<file path="src/rtl/fir_mac_sequencer.sv">
// rtl/fir_mac_sequencer.sv - time-multiplexed FIR filter, one shared MAC, one tap per cycle.
// Optional build macro FIR_SATURATE_EN: clamp out-of-range results instead of wrapping.
module fir_mac_sequencer #(
   parameter int DATA_WIDTH = 24,
   parameter int NUM_TAPS   = 8
) (
   input  logic                          i_clk,
   input  logic                          i_rst,
   input  logic                          i_s_valid,
   output logic                          o_s_ready,
   input  logic [DATA_WIDTH-1:0]         iv_s_data,
   input  logic                          i_coef_we,
   input  logic [$clog2(NUM_TAPS)-1:0]   iv_coef_addr,
   input  logic [DATA_WIDTH-1:0]         iv_coef_data,
   output logic                          o_m_valid,
   input  logic                          i_m_ready,
   output logic [DATA_WIDTH-1:0]         ov_m_data,
   output logic                          o_busy,
   output logic                          o_overflow
);

   localparam int AW     = $clog2(NUM_TAPS);
   localparam int ACC_W  = DATA_WIDTH + AW + 1;
   localparam int PROD_W = 2 * DATA_WIDTH;

   localparam logic [1:0] ST_IDLE = 2'd0;
   localparam logic [1:0] ST_MAC  = 2'd1;
   localparam logic [1:0] ST_OUT  = 2'd2;

   localparam logic [AW:0]               LAST_CNT = (AW+1)'(NUM_TAPS);
   localparam logic [AW-1:0]             PTR_ONE  = AW'(1);
   localparam logic signed [ACC_W-1:0]   MAX_V    = ACC_W'((1 <<< (DATA_WIDTH-1)) - 1);
   localparam logic signed [ACC_W-1:0]   MIN_V    = ~MAX_V;

   logic [1:0]                    state;
   logic signed [DATA_WIDTH-1:0]  x_mem [NUM_TAPS];
   logic signed [DATA_WIDTH-1:0]  c_mem [NUM_TAPS];
   logic [AW-1:0]                 wr_ptr;
   logic [AW-1:0]                 base_ptr;
   logic [AW-1:0]                 tap;
   logic [AW-1:0]                 x_idx;
   logic [AW:0]                   cnt;
   logic signed [ACC_W-1:0]       acc;
   logic signed [ACC_W-1:0]       prod_q;
   logic signed [ACC_W-1:0]       acc_final;
   logic signed [PROD_W-1:0]      prod_full;
   logic signed [PROD_W-1:0]      prod_sh;
   logic                          overflow_now;
   logic [DATA_WIDTH-1:0]         result;
   logic [DATA_WIDTH-1:0]         data_q;
   logic                          ovf_q;

   // Product is registered, so the pipeline needs NUM_TAPS+1 cycles in MAC.
   assign tap       = cnt[AW-1:0];
   assign x_idx     = base_ptr - tap;
   assign prod_full = PROD_W'(c_mem[tap]) * PROD_W'(x_mem[x_idx]);
   assign prod_sh   = prod_full >>> (DATA_WIDTH - 1);
   assign acc_final = acc + prod_q;
   assign overflow_now = (acc_final > MAX_V) || (acc_final < MIN_V);

   always_comb begin
      result = acc_final[DATA_WIDTH-1:0];
`ifdef FIR_SATURATE_EN
      if (acc_final > MAX_V)
         result = MAX_V[DATA_WIDTH-1:0];
      else if (acc_final < MIN_V)
         result = MIN_V[DATA_WIDTH-1:0];
`else
      result = acc_final[DATA_WIDTH-1:0];
`endif
   end

   always_ff @(posedge i_clk) begin
      if (i_rst) begin
         state    <= ST_IDLE;
         wr_ptr   <= '0;
         base_ptr <= '0;
         cnt      <= '0;
         acc      <= '0;
         prod_q   <= '0;
         data_q   <= '0;
         ovf_q    <= 1'b0;
         for (int i = 0; i < NUM_TAPS; i++) begin
            x_mem[i] <= '0;
            c_mem[i] <= '0;
         end
      end else begin
         case (state)
            ST_IDLE: begin
               if (i_coef_we)
                  c_mem[iv_coef_addr] <= iv_coef_data;
               if (i_s_valid) begin
                  x_mem[wr_ptr] <= iv_s_data;
                  base_ptr      <= wr_ptr;
                  wr_ptr        <= wr_ptr + PTR_ONE;
                  acc           <= '0;
                  prod_q        <= '0;
                  cnt           <= '0;
                  state         <= ST_MAC;
               end
            end
            ST_MAC: begin
               if (cnt != LAST_CNT)
                  prod_q <= ACC_W'(prod_sh);
               acc <= acc_final;
               cnt <= cnt + 1'(1);
               if (cnt == LAST_CNT) begin
                  state  <= ST_OUT;
                  data_q <= result;
                  if (overflow_now)
                     ovf_q <= 1'b1;
               end
            end
            ST_OUT: begin
               if (i_m_ready)
                  state <= ST_IDLE;
            end
            default: state <= ST_IDLE;
         endcase
      end
   end

   assign o_s_ready  = (state == ST_IDLE);
   assign o_m_valid  = (state == ST_OUT);
   assign o_busy     = (state != ST_IDLE);
   assign ov_m_data  = data_q;
   assign o_overflow = ovf_q;

endmodule
</file>
<file path="config.mk">
export PLATFORM = sky130hd
export DESIGN_NAME = fir_mac_sequencer
export DESIGN_NICKNAME = d
export VERILOG_FILES = /design/src/rtl/fir_mac_sequencer.sv
export SDC_FILE = /design/constraint.sdc
export NUM_CORES = 2
export LEC_CHECK = 0
export ABC_AREA = 1
export BUFFER_PORTS_ARGS = -buffer_cell sky130_fd_sc_hd__buf_2
export CAP_MARGIN = 10
export CELL_PAD_IN_SITES_DETAIL_PLACEMENT = 1
export CELL_PAD_IN_SITES_GLOBAL_PLACEMENT = 1
export CORE_MARGIN = 5
export CORE_UTILIZATION = 40
export DETAILED_ROUTE_END_ITERATION = 16
export PLACE_DENSITY = 0.64
export SYNTH_ARGS = -nofsm -noshare
export SYNTH_HDL_FRONTEND = slang
export SYNTH_SLANG_ARGS = --single-unit
</file>
<file path="constraint.sdc">
create_clock -name i_clk -period 11.78 [get_ports i_clk]
set_input_delay 1.767 -clock i_clk [delete_from_list [all_inputs] [get_ports i_clk]]
set_output_delay 1.767 -clock i_clk [all_outputs]
set_load 0.02 [all_outputs]
</file>
==> impl_metrics.py <==
metrics = {
    "finish": {
        "areaGrowthSynthToFinish_pct": 8.441,
        "insertedDiodeCount": 0,
        "fin_nets": 5553,
        "layout_cell_share_with_drive_strength_beyond_1_pct": 6.161,
        "post-route-util_pct": 43.72,
        "fin_area_mm2": 0.04602,
    },
    "cts": {
        "clockBufferDepth": 3,
        "holdBufCountCts": 0,
        "worstSkewPairLatency_ns": 0.70,
        "cts_tree": "built",
        "clk_pin_slew_ns": 0.06,
        "ctsResizeCount": 0,
        "h_tree_depth_reported_by_cts": 2,
        "cts.root.buffer_cell": "sky130_fd_sc_hd__clkbuf_16",
        "post_cts_buffers": 0,
        "cts_buffers": 55,
        "cts.sink_count": 477,
    },
    "worst_hold_path": {
        "holdCritStartpoint": "o_overflow$_SDFFE_PP0P_",
        "worst_hold_path_type": "flip-flop to flip-flop",
    },
    "route": {
        "routedWlPerCell_um": 22.63,
        "drt.antenna.violating_nets": 0,
        "drt-vias-per-instance": 5.237,
        "via_count": 32270,
        "drt_first_pass_iters": 5,
        "drc": 0,
        "drtIter0Drc": 1940,
        "drt_wl_total_um": 139500,
    },
    "logic_synthesis": {
        "syn_area_per_cell_um2": 8.984,
        "yosys_register_bits": 477,
        "synth_enable_flop_cells": 384,
        "yosys.area.top_type": "sky130_fd_sc_hd__fa_1",
        "mappedNetlistArea_mm2": 0.04244,
        "ys_async_sr_fraction_pct": 0,
        "synth.distinct_cells": 52,
        "syn_inst": 4724,
        "synth_fp_nets": 5549,
        "synth-seq-area-share_pct": 31.56,
        "primary_flip_flop_cell_chosen_by_synthesis_mapping": "sky130_fd_sc_hd__edfxtp_1",
        "synth.area.top_cells": "sky130_fd_sc_hd__fa_1, sky130_fd_sc_hd__edfxtp_1, sky130_fd_sc_hd__nand2_1",
        "synth_top_cell_area_share_pct": 28.68,
        "yosysWarnings": 0,
    },
    "critical_path": {
        "crit_start": "cnt[0]$_SDFFE_PP0P_",
        "critPathMaxFanout": 53,
        "critPathLaunchType": "flip-flop",
        "critPathTopFamily": "adder cells",
        "worstPathArrival_ns": 10.99,
        "worst_setup_path_end_kind": "flip-flop",
        "critical_path_required_ns": 12.25,
        "critical-path-top-cell-by-count": "sky130_fd_sc_hd__fa_1",
        "slowest_stage": "sky130_fd_sc_hd__inv_2",
        "cp.buffers_inverters": 7,
        "cpPeakStageDelay_ns": 0.82,
        "type_of_the_worst_setup_path": "flip-flop to flip-flop",
        "critical_register_to_register_path_startpoint": "cnt[0]$_SDFFE_PP0P_",
    },
    "timing": {
        "hold_viol_final": 0,
        "fin_crit_ns": 10.51,
        "layout_worst_path_cycle_share_pct": 89.23,
        "totalNegativeSetupSlack_ns": 0,
        "final-max-slew-violation-count": 0,
        "fin_skew_ns": 0.07250,
        "total_of_endpoints_with_negative_setup_slack_in_the_final_report": 0,
        "max-slew-margin-rel_pct": 31.85,
        "clock.fmax_mhz": 95.14,
        "rsz0062_at_grt": "false",
        "worst_slew_pin_tran_ns": 1.021,
        "fin_ws_ns": 1.269,
    },
    "grt": {
        "antenna_violations_before_repair": 5,
        "largest_net_degree_at_the_start_of_global_routing": 97,
        "grt_usage_pct": 25.09,
        "globalRoute.totalOverflow": 0,
        "global_route_wire_length_before_repair_um": 214700,
        "grt_pass1_vias": 35770,
    },
    "placement": {
        "dp_hpwl_um": 100900,
        "gpl.final_weighted_congestion": 0.9285,
        "io_buffer_count": 83,
        "post-place-ws_ns": 1.301,
        "placed_cell_area_mm2": 0.04433,
    },
    "status": {
        "run_status": "finished, final reports clean",
    },
    "floorplanning": {
        "die-width_um": 335.7,
        "core_mm2": 0.1053,
        "initial_utilization_pct": 40.32,
        "rows": 119,
        "chipHeight_um": 335.7,
        "dieArea_mm2": 0.1127,
        "top_level_i_o_count": 84,
    },
    "run": {
        "timing.max_cap.violations": 0,
    },
}
-- final cells by class --
| type | instances | area (um^2) |
|---|---|---|
| fillers | 12230 | 59250 |
| multi-input cells | 3214 | 25120 |
| inverters | 828 | 3118 |
| clock buffers | 78 | 1513 |
| clock inverters | 23 | 177.7 |
| flip-flops and latches | 477 | 13400 |
| repair buffers | 152 | 958.4 |
| well taps | 1391 | 1740 |
-- cells by family after synthesis --
kind of cell	Yosys count	share of synthesized area, %
buffers and inverters	1033	9.425
AND/OR/NAND/NOR	1903	17.47
flip-flops	477	31.56
adder cells (fa/ha/maj)	769	33.43
XOR/XNOR	44	0.9080
AO/OA/AOI/OAI	498	7.217
-- worst register-to-register path: cells and delay by family (launching register included) --
kind	cells	cell delay, ns
AND/OR/NAND/NOR	10	1.85
adder cells (fa/ha/maj)	10	5.08
AO/OA/AOI/OAI	4	0.87
flip-flops	1	0.39
buffers and inverters	7	2.17
-- stage by stage --
| stage | hold slack, ns | cells |
|---|---|---|
| floorplan | 0.4452 | 4724 |
| global placement | 0.4506 | 6062 |
| detailed placement | 0.4537 | 6062 |
| CTS | 0.4638 | 6163 |
| global route | 0.5020 | 6163 |
| finish | 0.4611 | 6163 |
-- cell usage in the layout, fill, tap and decap left out, types with 6 or more instances in the layout --
cell,synthesis,routed
sky130_fd_sc_hd__o21a_1,12,12
sky130_fd_sc_hd__clkinv_1,12,22
sky130_fd_sc_hd__nor2_1,803,800
sky130_fd_sc_hd__o21ai_1,5,6
sky130_fd_sc_hd__a211oi_1,7,7
sky130_fd_sc_hd__dfxtp_1,93,92
sky130_fd_sc_hd__nand2_2,11,23
sky130_fd_sc_hd__a21o_1,7,7
sky130_fd_sc_hd__nor3_1,22,22
sky130_fd_sc_hd__o21ai_0,102,100
sky130_fd_sc_hd__nand3_1,49,49
sky130_fd_sc_hd__buf_4,2,67
sky130_fd_sc_hd__or2_2,9,9
sky130_fd_sc_hd__nand2_1,978,966
sky130_fd_sc_hd__ha_1,161,160
sky130_fd_sc_hd__a32o_1,76,76
sky130_fd_sc_hd__o22ai_1,10,10
sky130_fd_sc_hd__xor2_1,25,25
sky130_fd_sc_hd__clkbuf_16,0,55
sky130_fd_sc_hd__a21oi_1,242,242
sky130_fd_sc_hd__o211ai_1,6,6
sky130_fd_sc_hd__buf_2,54,83
sky130_fd_sc_hd__clkbuf_1,130,18
sky130_fd_sc_hd__fa_1,608,608
sky130_fd_sc_hd__inv_1,810,809
sky130_fd_sc_hd__xnor2_1,19,19
sky130_fd_sc_hd__nand3_2,9,9
sky130_fd_sc_hd__clkinv_2,0,7
sky130_fd_sc_hd__edfxtp_1,384,384
sky130_fd_sc_hd__a21boi_0,8,8
-- sequential cells by signal (all words and copies together), names as in the netlist, named ones only --
signal,count
prod_q,25
acc,28
o_overflow,1
cnt,4
c_mem,192
base_ptr,3
ov_m_data,24
state,2
wr_ptr,3
x_mem,192
-- layer usage --
layer  vias up  global-route usage [%]  routed length (um)
met2       769                   42.58               66720
met1     16670                   32.71               59300
met4         0                   8.216                5116
met3       215                   4.588                8314
li1      14620                       -                   -
met5         -                       0                   0
-- cell usage after synthesis, drive strengths merged, types with 6 or more instances --
| cell | instances |
|---|---|
| nor3 | 22 |
| a32o | 76 |
| or2 | 10 |
| xnor2 | 19 |
| nand2 | 990 |
| ha | 161 |
| dfxtp | 93 |
| o21bai | 6 |
| fa | 608 |
| o21ai | 110 |
| o22ai | 10 |
| inv | 816 |
| buf | 75 |
| nand3 | 58 |
| a211oi | 7 |
| edfxtp | 384 |
| clkbuf | 130 |
| nor2 | 806 |
| o211ai | 7 |
| clkinv | 12 |
| o21a | 12 |
| a21oi | 245 |
| a21o | 7 |
| a21boi | 9 |
| xor2 | 25 |
-- path summary, 6_finish.rpt --
check	cells after the start	slack, ns	to
worst max register to register	31	1.27	prod_q[15]$_SDFFE_PP0P_
worst min-delay path	2	0.46	o_overflow$_SDFFE_PP0P_
worst max-delay path	31	1.27	prod_q[15]$_SDFFE_PP0P_
worst min register to register	2	0.46	o_overflow$_SDFFE_PP0P_
Power is not shown: default switching activity piles up to over one toggle a cycle in this logic, so the estimate is an artifact.
